===== config.mk =====
export PLATFORM = sky130hd
export DESIGN_NAME = spad_req_dispatch
export DESIGN_NICKNAME = d
export VERILOG_FILES = /design/src/rtl/spad_req_dispatch.sv
export SDC_FILE = /design/constraint.sdc
export NUM_CORES = 1
export LEC_CHECK = 0
export ABC_AREA = 1
export CORE_ASPECT_RATIO = 0.5
export CORE_MARGIN = 2
export CORE_UTILIZATION = 55
export CTS_BUF_LIST = sky130_fd_sc_hd__clkbuf_8
export DETAILED_ROUTE_END_ITERATION = 12
export PLACE_DENSITY = 0.77
export SLEW_MARGIN = 10
export SYNTH_ARGS = -nofsm -noshare
export SYNTH_HDL_FRONTEND = slang
export SYNTH_SLANG_ARGS = --single-unit

===== constraint.sdc =====
create_clock -name CLK -period 8.3 [get_ports CLK]
set_input_delay 2.49 -clock CLK [delete_from_list [all_inputs] [get_ports CLK]]
set_output_delay 2.49 -clock CLK [all_outputs]
set_load 0.01 [all_outputs]

===== src/rtl/spad_req_dispatch.sv =====
// spad_req_dispatch: request FIFO plus dispatcher that drives scratchpad load/store and GEMM command ports
module spad_req_dispatch #(
    parameter int DEPTH   = 8,
    parameter int ENTRY_W = 38,
    parameter int CNT_W   = $clog2(DEPTH + 1)
) (
    input  logic               CLK,
    input  logic               RST,
    input  logic               fifo_wen,
    input  logic [ENTRY_W-1:0] fifo_wdata,
    output logic               fifo_full,
    output logic [CNT_W-1:0]   fifo_count,
    output logic               ld_req,
    output logic [31:0]        ld_addr,
    output logic [3:0]         ld_matrix,
    input  logic               ld_done,
    output logic               st_req,
    output logic [31:0]        st_addr,
    output logic [3:0]         st_matrix,
    input  logic               st_done,
    output logic               gemm_valid,
    input  logic               gemm_ready,
    output logic               gemm_new_weight,
    output logic [3:0]         gemm_rs1,
    output logic [3:0]         gemm_rs2,
    output logic [3:0]         gemm_rs3,
    output logic [3:0]         gemm_rd,
    output logic               mls_complete,
    output logic [3:0]         mls_complete_matrix,
    output logic               bad_op,
    output logic               overflow
);
    localparam int AW = $clog2(DEPTH);

    // state values deliberately match the op field so decode is a direct cast
    typedef enum logic [1:0] {IDLE = 2'b00, LOAD = 2'b01, STORE = 2'b10, GEMM = 2'b11} state_t;

    state_t             state, state_nx;
    logic [ENTRY_W-1:0] mem [DEPTH];
    logic [AW-1:0]      rptr, wptr;
    logic [CNT_W-1:0]   count, count_nx;
    logic [ENTRY_W-1:0] head;
    logic [1:0]         op;
    logic               push, pop, ld_fin, st_fin;

    assign head       = mem[rptr];
    assign op         = head[37:36];
    assign push       = fifo_wen && !fifo_full;
    assign pop        = state == IDLE && count != '0;
    assign count_nx   = count + CNT_W'(push) - CNT_W'(pop);
    assign ld_fin     = state == LOAD && ld_done;
    assign st_fin     = state == STORE && st_done;
    assign fifo_count = count;
    assign ld_req     = state == LOAD;
    assign st_req     = state == STORE;
    assign gemm_valid = state == GEMM;

    // next-state: pop decodes head op, each busy state waits for its own handshake
    always_comb begin
        state_nx = state;
        case (state)
            IDLE:    state_nx = pop ? state_t'(op) : IDLE;
            LOAD:    state_nx = ld_done ? IDLE : LOAD;
            STORE:   state_nx = st_done ? IDLE : STORE;
            default: state_nx = gemm_ready ? IDLE : GEMM;
        endcase
    end

    // state register
    always_ff @(posedge CLK or posedge RST) begin
        if (RST) state <= IDLE;
        else     state <= state_nx;
    end

    // storage array needs no reset; only pointers and count define validity
    always_ff @(posedge CLK) begin
        if (push) mem[wptr] <= fifo_wdata;
    end

    // fifo pointers, occupancy, full flag and sticky overflow
    always_ff @(posedge CLK or posedge RST) begin
        if (RST) begin
            rptr      <= '0;
            wptr      <= '0;
            count     <= '0;
            fifo_full <= 1'b0;
            overflow  <= 1'b0;
        end else begin
            rptr      <= rptr + AW'(pop);
            wptr      <= wptr + AW'(push);
            count     <= count_nx;
            fifo_full <= count_nx == CNT_W'(DEPTH);
            overflow  <= overflow || (fifo_wen && fifo_full);
        end
    end

    // latch decoded fields at pop and hold them until the next request of the same kind
    always_ff @(posedge CLK or posedge RST) begin
        if (RST) begin
            ld_addr         <= '0;
            ld_matrix       <= '0;
            st_addr         <= '0;
            st_matrix       <= '0;
            gemm_new_weight <= 1'b0;
            gemm_rs1        <= '0;
            gemm_rs2        <= '0;
            gemm_rs3        <= '0;
            gemm_rd         <= '0;
        end else if (pop) begin
            if (op == 2'b01) begin
                ld_addr   <= head[31:0];
                ld_matrix <= head[35:32];
            end
            if (op == 2'b10) begin
                st_addr   <= head[31:0];
                st_matrix <= head[35:32];
            end
            if (op == 2'b11) begin
                gemm_new_weight <= head[35];
                gemm_rs1        <= head[15:12];
                gemm_rs2        <= head[11:8];
                gemm_rs3        <= head[7:4];
                gemm_rd         <= head[3:0];
            end
        end
    end

    // single-cycle completion and bad-op pulses
    always_ff @(posedge CLK or posedge RST) begin
        if (RST) begin
            mls_complete        <= 1'b0;
            mls_complete_matrix <= '0;
            bad_op              <= 1'b0;
        end else begin
            mls_complete        <= ld_fin || st_fin;
            mls_complete_matrix <= ld_fin ? ld_matrix : st_fin ? st_matrix : mls_complete_matrix;
            bad_op              <= pop && op == 2'b00;
        end
    end
endmodule


-- Word level (Yosys, flattened, before mapping)
Memory sizes are Yosys's and may differ from the RTL's.
Cells that the tools add are included.
Widths: inputs -> output; s select.
- muxes and demuxes: 9
- reductions and logical operators: 16
- add/subtract/negate cells: 4
- equal/unequal tests: 7
- operators with widths (cell ; number):
    $eq 2x2->1 const B ; 4
    $mux 4 ; 2
    $add 3x1->3 ; 2
    $logic_and 1x1->1 ; 6
    $mux 2 ; 3
    $pmux 2 s3 ; 1
    $reduce_and 2->1 ; 3
    $add 4x1->4 ; 1
    $eq 2x1->1 const B ; 2
    $eq 4x4->1 const B ; 1
    $logic_not 2->1 ; 2
    $reduce_bool 4->1 ; 1
    $sub 4x1->4 ; 1
    $mux 1 ; 3
    $logic_or 1x1->1 ; 2
    $reduce_bool 2->1 ; 1
    $logic_not 1->1 ; 1
- memories kept: 1
- word-level logic and storage cells: 55
- bits in writable memories: 304
- register bits: 109
- bits of input ports: 44
- output and inout port bits: 104
- memories (name ; depth ; bits a word ; rd ports ; clocked after Yosys merged registers in ; wr ports ; RTL line ; source):
    mem ; 8 ; 38 ; 1 ; 0 ; 1 ; 39 ; logic [ENTRY_W-1:0] mem [DEPTH];

-- Logic depth before layout (Yosys ltp)
- word-level depth: 5
- mapped depth: 12
- gate-level depth less buffers: 11

-- Worst setup path before layout
Ideal clock, no wire load.
- path type: input -> register
- from: input fifo_wen
- to: memory mem[0][0], enable pin
- setup slack: 3.234 ns
- path buffers: 0
- data arrival time: 4.633 ns
- required time: 7.867 ns
- setup time: 0.433 ns
- cell stages on the path: 5
- cells stage by stage: inv_1 nor2_1 inv_1 or2_2 nor2_1
- cells in the longest elaborated chain, start to end: 3
- ends and longest elaborated chain (item ; RTL line ; source):
    start, declared ; 9 ; input logic fifo_wen,
    $logic_and 1x1->1 ; 48 ; assign push = fifo_wen && !fifo_full;
    $mux 1 ; 77 ; if (push) mem[wptr] <= fifo_wdata;
    $mux 1 (not written as such) ; 77 ;
    end, declared ; 39 ;
No other way between the ends.

-- Worst setup path after layout
- from: input fifo_wen
- to: register fifo_full
- cells in the longest elaborated chain, start to end: 4
- ends and longest elaborated chain (item ; RTL line ; source):
    $logic_and 1x1->1 ; 48 ;
    $add 4x1->4 ; 50 ; assign count_nx = count + CNT_W'(push) - CNT_W'(pop);
    $sub 4x1->4 ; 50 ;
    via count_nx[1] ; 41 ; logic [CNT_W-1:0] count, count_nx;
    $eq 4x4->1 ; 92 ; fifo_full <= count_nx == CNT_W'(DEPTH);
    end signal, assigned ; 92 ;
    end, declared ; 11 ; output logic fifo_full,
The timed path passes the listed nets, and every way through them passes these cells.
A chain may end at the register's enable or synchronous reset.

==> flow_summary.toml <==
[clock_tree]
cts_tree = "built"
cts_made_buffers = 56
cts_hold_buf = 0
cts.repair.resized = 0
post-cts-setup-buffers = 0
cts.htree.levels = 2
cts_num_sinks = 413
cts.clk_slew.worst_paths_ps = 60
cts_root_buf = "clkbuf_8"
clk_latency_ps = 620
cts_buffer_depth = 3

[placement]
hpwlAfterDp_um = 22900
place_worst_setup_slack_ps = 3310
place_congestion = 0.846
io_buffers = 147
dpl.cell_count = 2002
place_area_mm2 = 0.0184

[layout]
largest_register_ffs = 304
design_area_mm2 = 0.0195
instances_no_fill = 2107
layout-drive-gt1-share_pct = 6.56
biggestRegsByFlops = "mem x304, ld_addr x32, st_addr x32"
area_delta_synth_final_pct = 16.7
antennaDiodeCount = 0
final_core_util_pct = 64.7
final_nets = 1716
regMostFlops = "mem"

[worst_setup_path]
crit_slowest_cell = "fa_1"
path_cells = "clkdlybuf4s50_1, inv_1, nor2_1, inv_1, ha_1, inv_1, ha_1, inv_1, fa_1, inv_1, or2_2, nor3_1"
required_ps = 8810
path_class = "in -> reg"
critPathMaxStageDelay_ps = 500
cp-startpoint = "fifo_wen"
arrival_ps = 4880
r2r_start = "rptr[0]"
crit_end = "fifo_full"
critPathMaxFanout = 3
r2r-end = "ld_addr[13]"
ff2ff_path_depth = 9
cp_common_cell = "inv_1"
worst_setup_path_start_kind = "primary input"
reg2reg_slack_ps = 3940
endpoint_kind = "flip-flop"

[route]
firstDrtPassIters = 5
drt-total-wl_um = 39200
avgRoutedWirePerCell_um = 18.6
vias = 11600
avgViaCountPerCell = 5.49
remaining_drc_errors = 0
drtAntennaViolNets = 0
drt_iter0_drc = 1150

[power]
p_total_mw = 7.62
ir_drop_mv = 0.253
p_leak_nw = 7.92
p_per_area_mw_per_mm2 = 391

[sta]
setup_tns_ps = 0
rsz0062_at_grt = "false"
hold_viol_final = 0
fmaxAchievable_ghz = 0.229
fin_crit_sh_pct = 52.6
period_minus_slack_ps = 4370
fin_skew_ps = 26.5
drv_slew = 0
max_slew_margin_pct = 27.5
hold-worst-slack_ps = 477
fin_ws_ps = 3930
setup_violations = 0
worst_pin_slew_ps = 1080

[synth]
yosys_warnings = 0
synth-edff-count = 304
ys_seq_elements = 413
synth_area_leaders = "edfxtp_1 (55%), dfrtp_1 (16%), nand2_1 (9.0%)"
syn_nets = 1578
yosysTopAreaCell = "edfxtp_1"
synth.avg_cell_area_um2 = 11.0
yosysSeqAreaShare_pct = 71.0
async_reset_ff_share_pct = 26.4
netlist.area_leader.share_pct = 54.6
synth_cells = 1524
synth_cell_types = 28
synth-main-ff-cell = "edfxtp_1"
syn_area_mm2 = 0.0167

[global_route]
gr-total-overflow = 0
grt-busiest-layer = "met2"
use_met3_pct = 4.48
grt_pass1_vias = 11600
use_met1_pct = 33.1
antenna_found_initial = 0
grt_pass1_wl_um = 62000
grt_max_degree = 97
gr-usage-all-layers_pct = 24.9
use_met2_pct = 42.5

[floorplan]
core_mm2 = 0.0301
initial_utilization_pct = 55.5
die_w_um = 250
placementRows = 45
die-area_mm2 = 0.0319
die_y_um = 127
io_pins = 148

[run]
maxCapViolCount = 0

[outcome]
outcome = "completed"

[hold_path]
min_path_type = "reg -> reg"
-- where the power goes --
part,internal (mW),switching (mW)
combinational,1.06,2.11
sequential,2.71,0.250
clock,0.741,0.742
-- how the worst min path moves through the flow --
stage                      from     endpoint  slack [ps]  depth (start not counted)
floorplan               wptr[2]      wptr[2]         480                          1
global placement       overflow     overflow         440                          1
detailed placement  ld_addr[17]  ld_addr[17]         470                          2
CTS                    overflow     overflow         480                          1
global route           overflow     overflow         490                          1
finish                 overflow     overflow         480                          1
-- synthesized netlist by cell type (9+ instances only) --
| master | n |
|---|---|
| nor2_1 | 302 |
| buf_1 | 13 |
| inv_1 | 36 |
| nand2_1 | 399 |
| dfrtp_1 | 109 |
| o21ai_0 | 149 |
| clkbuf_1 | 23 |
| buf_2 | 27 |
| buf_6 | 11 |
| ha_1 | 9 |
| edfxtp_1 | 304 |
| nand3_1 | 107 |
-- layer usage --
metal  wire, µm  vias to the layer above
met3       2750                       73
li1           -                     5392
met5          0                        -
met2      19300                      444
met4        891                        0
met1      16300                     5658
-- cells in the final DEF (no fill, tap or decap), types with 2 or more instances in the layout --
cell / netlist / routed
nor3_1: 2 / 2
clkbuf_8: 0 / 61
ha_1: 9 / 9
nand2_1: 399 / 399
nand3_1: 107 / 107
nor2_4: 2 / 10
buf_4: 8 / 14
bufinv_16: 0 / 2
nand3_4: 2 / 2
nor2_1: 302 / 294
nand2_2: 2 / 2
clkdlybuf4s50_1: 0 / 147
clkinvlp_4: 0 / 2
or2_2: 3 / 3
a21oi_1: 2 / 2
inv_1: 36 / 56
inv_2: 3 / 4
inv_4: 1 / 2
edfxtp_1: 304 / 304
clkinv_1: 0 / 12
dfrtp_1: 109 / 107
o211ai_1: 2 / 2
o21ai_0: 149 / 149
clkinv_2: 0 / 3
xor2_1: 3 / 3
-- final cells by class --
cell class	instances	area, µm²
Multi-Input combinational cell	989	4300
Clock inverter	43	238
Tap cell	399	499
Inverter	40	155
Timing Repair Buffer	162	1600
Sequential cell	413	11900
Fill cell	2207	10600
Clock buffer	61	840
-- logic make-up after synthesis --
family / Yosys count / synth area share, %
DFF: 413 / 71.0
and+or+nand+nor: 820 / 19.6
AOI/OAI and AO/OA: 155 / 4.79
buffers and inverters: 122 / 3.63
adders and majority gates: 10 / 0.794
xor gates and xnor gates: 4 / 0.210
-- worst max-delay path: cells and delay by family --
| kind | cells | cell delay, ps |
|---|---|---|
| adders and majority gates | 3 | 950 |
| buffers and inverters | 6 | 780 |
| and+or+nand+nor | 3 | 650 |
No activity file was read; power rests on OpenSTA's default activity.
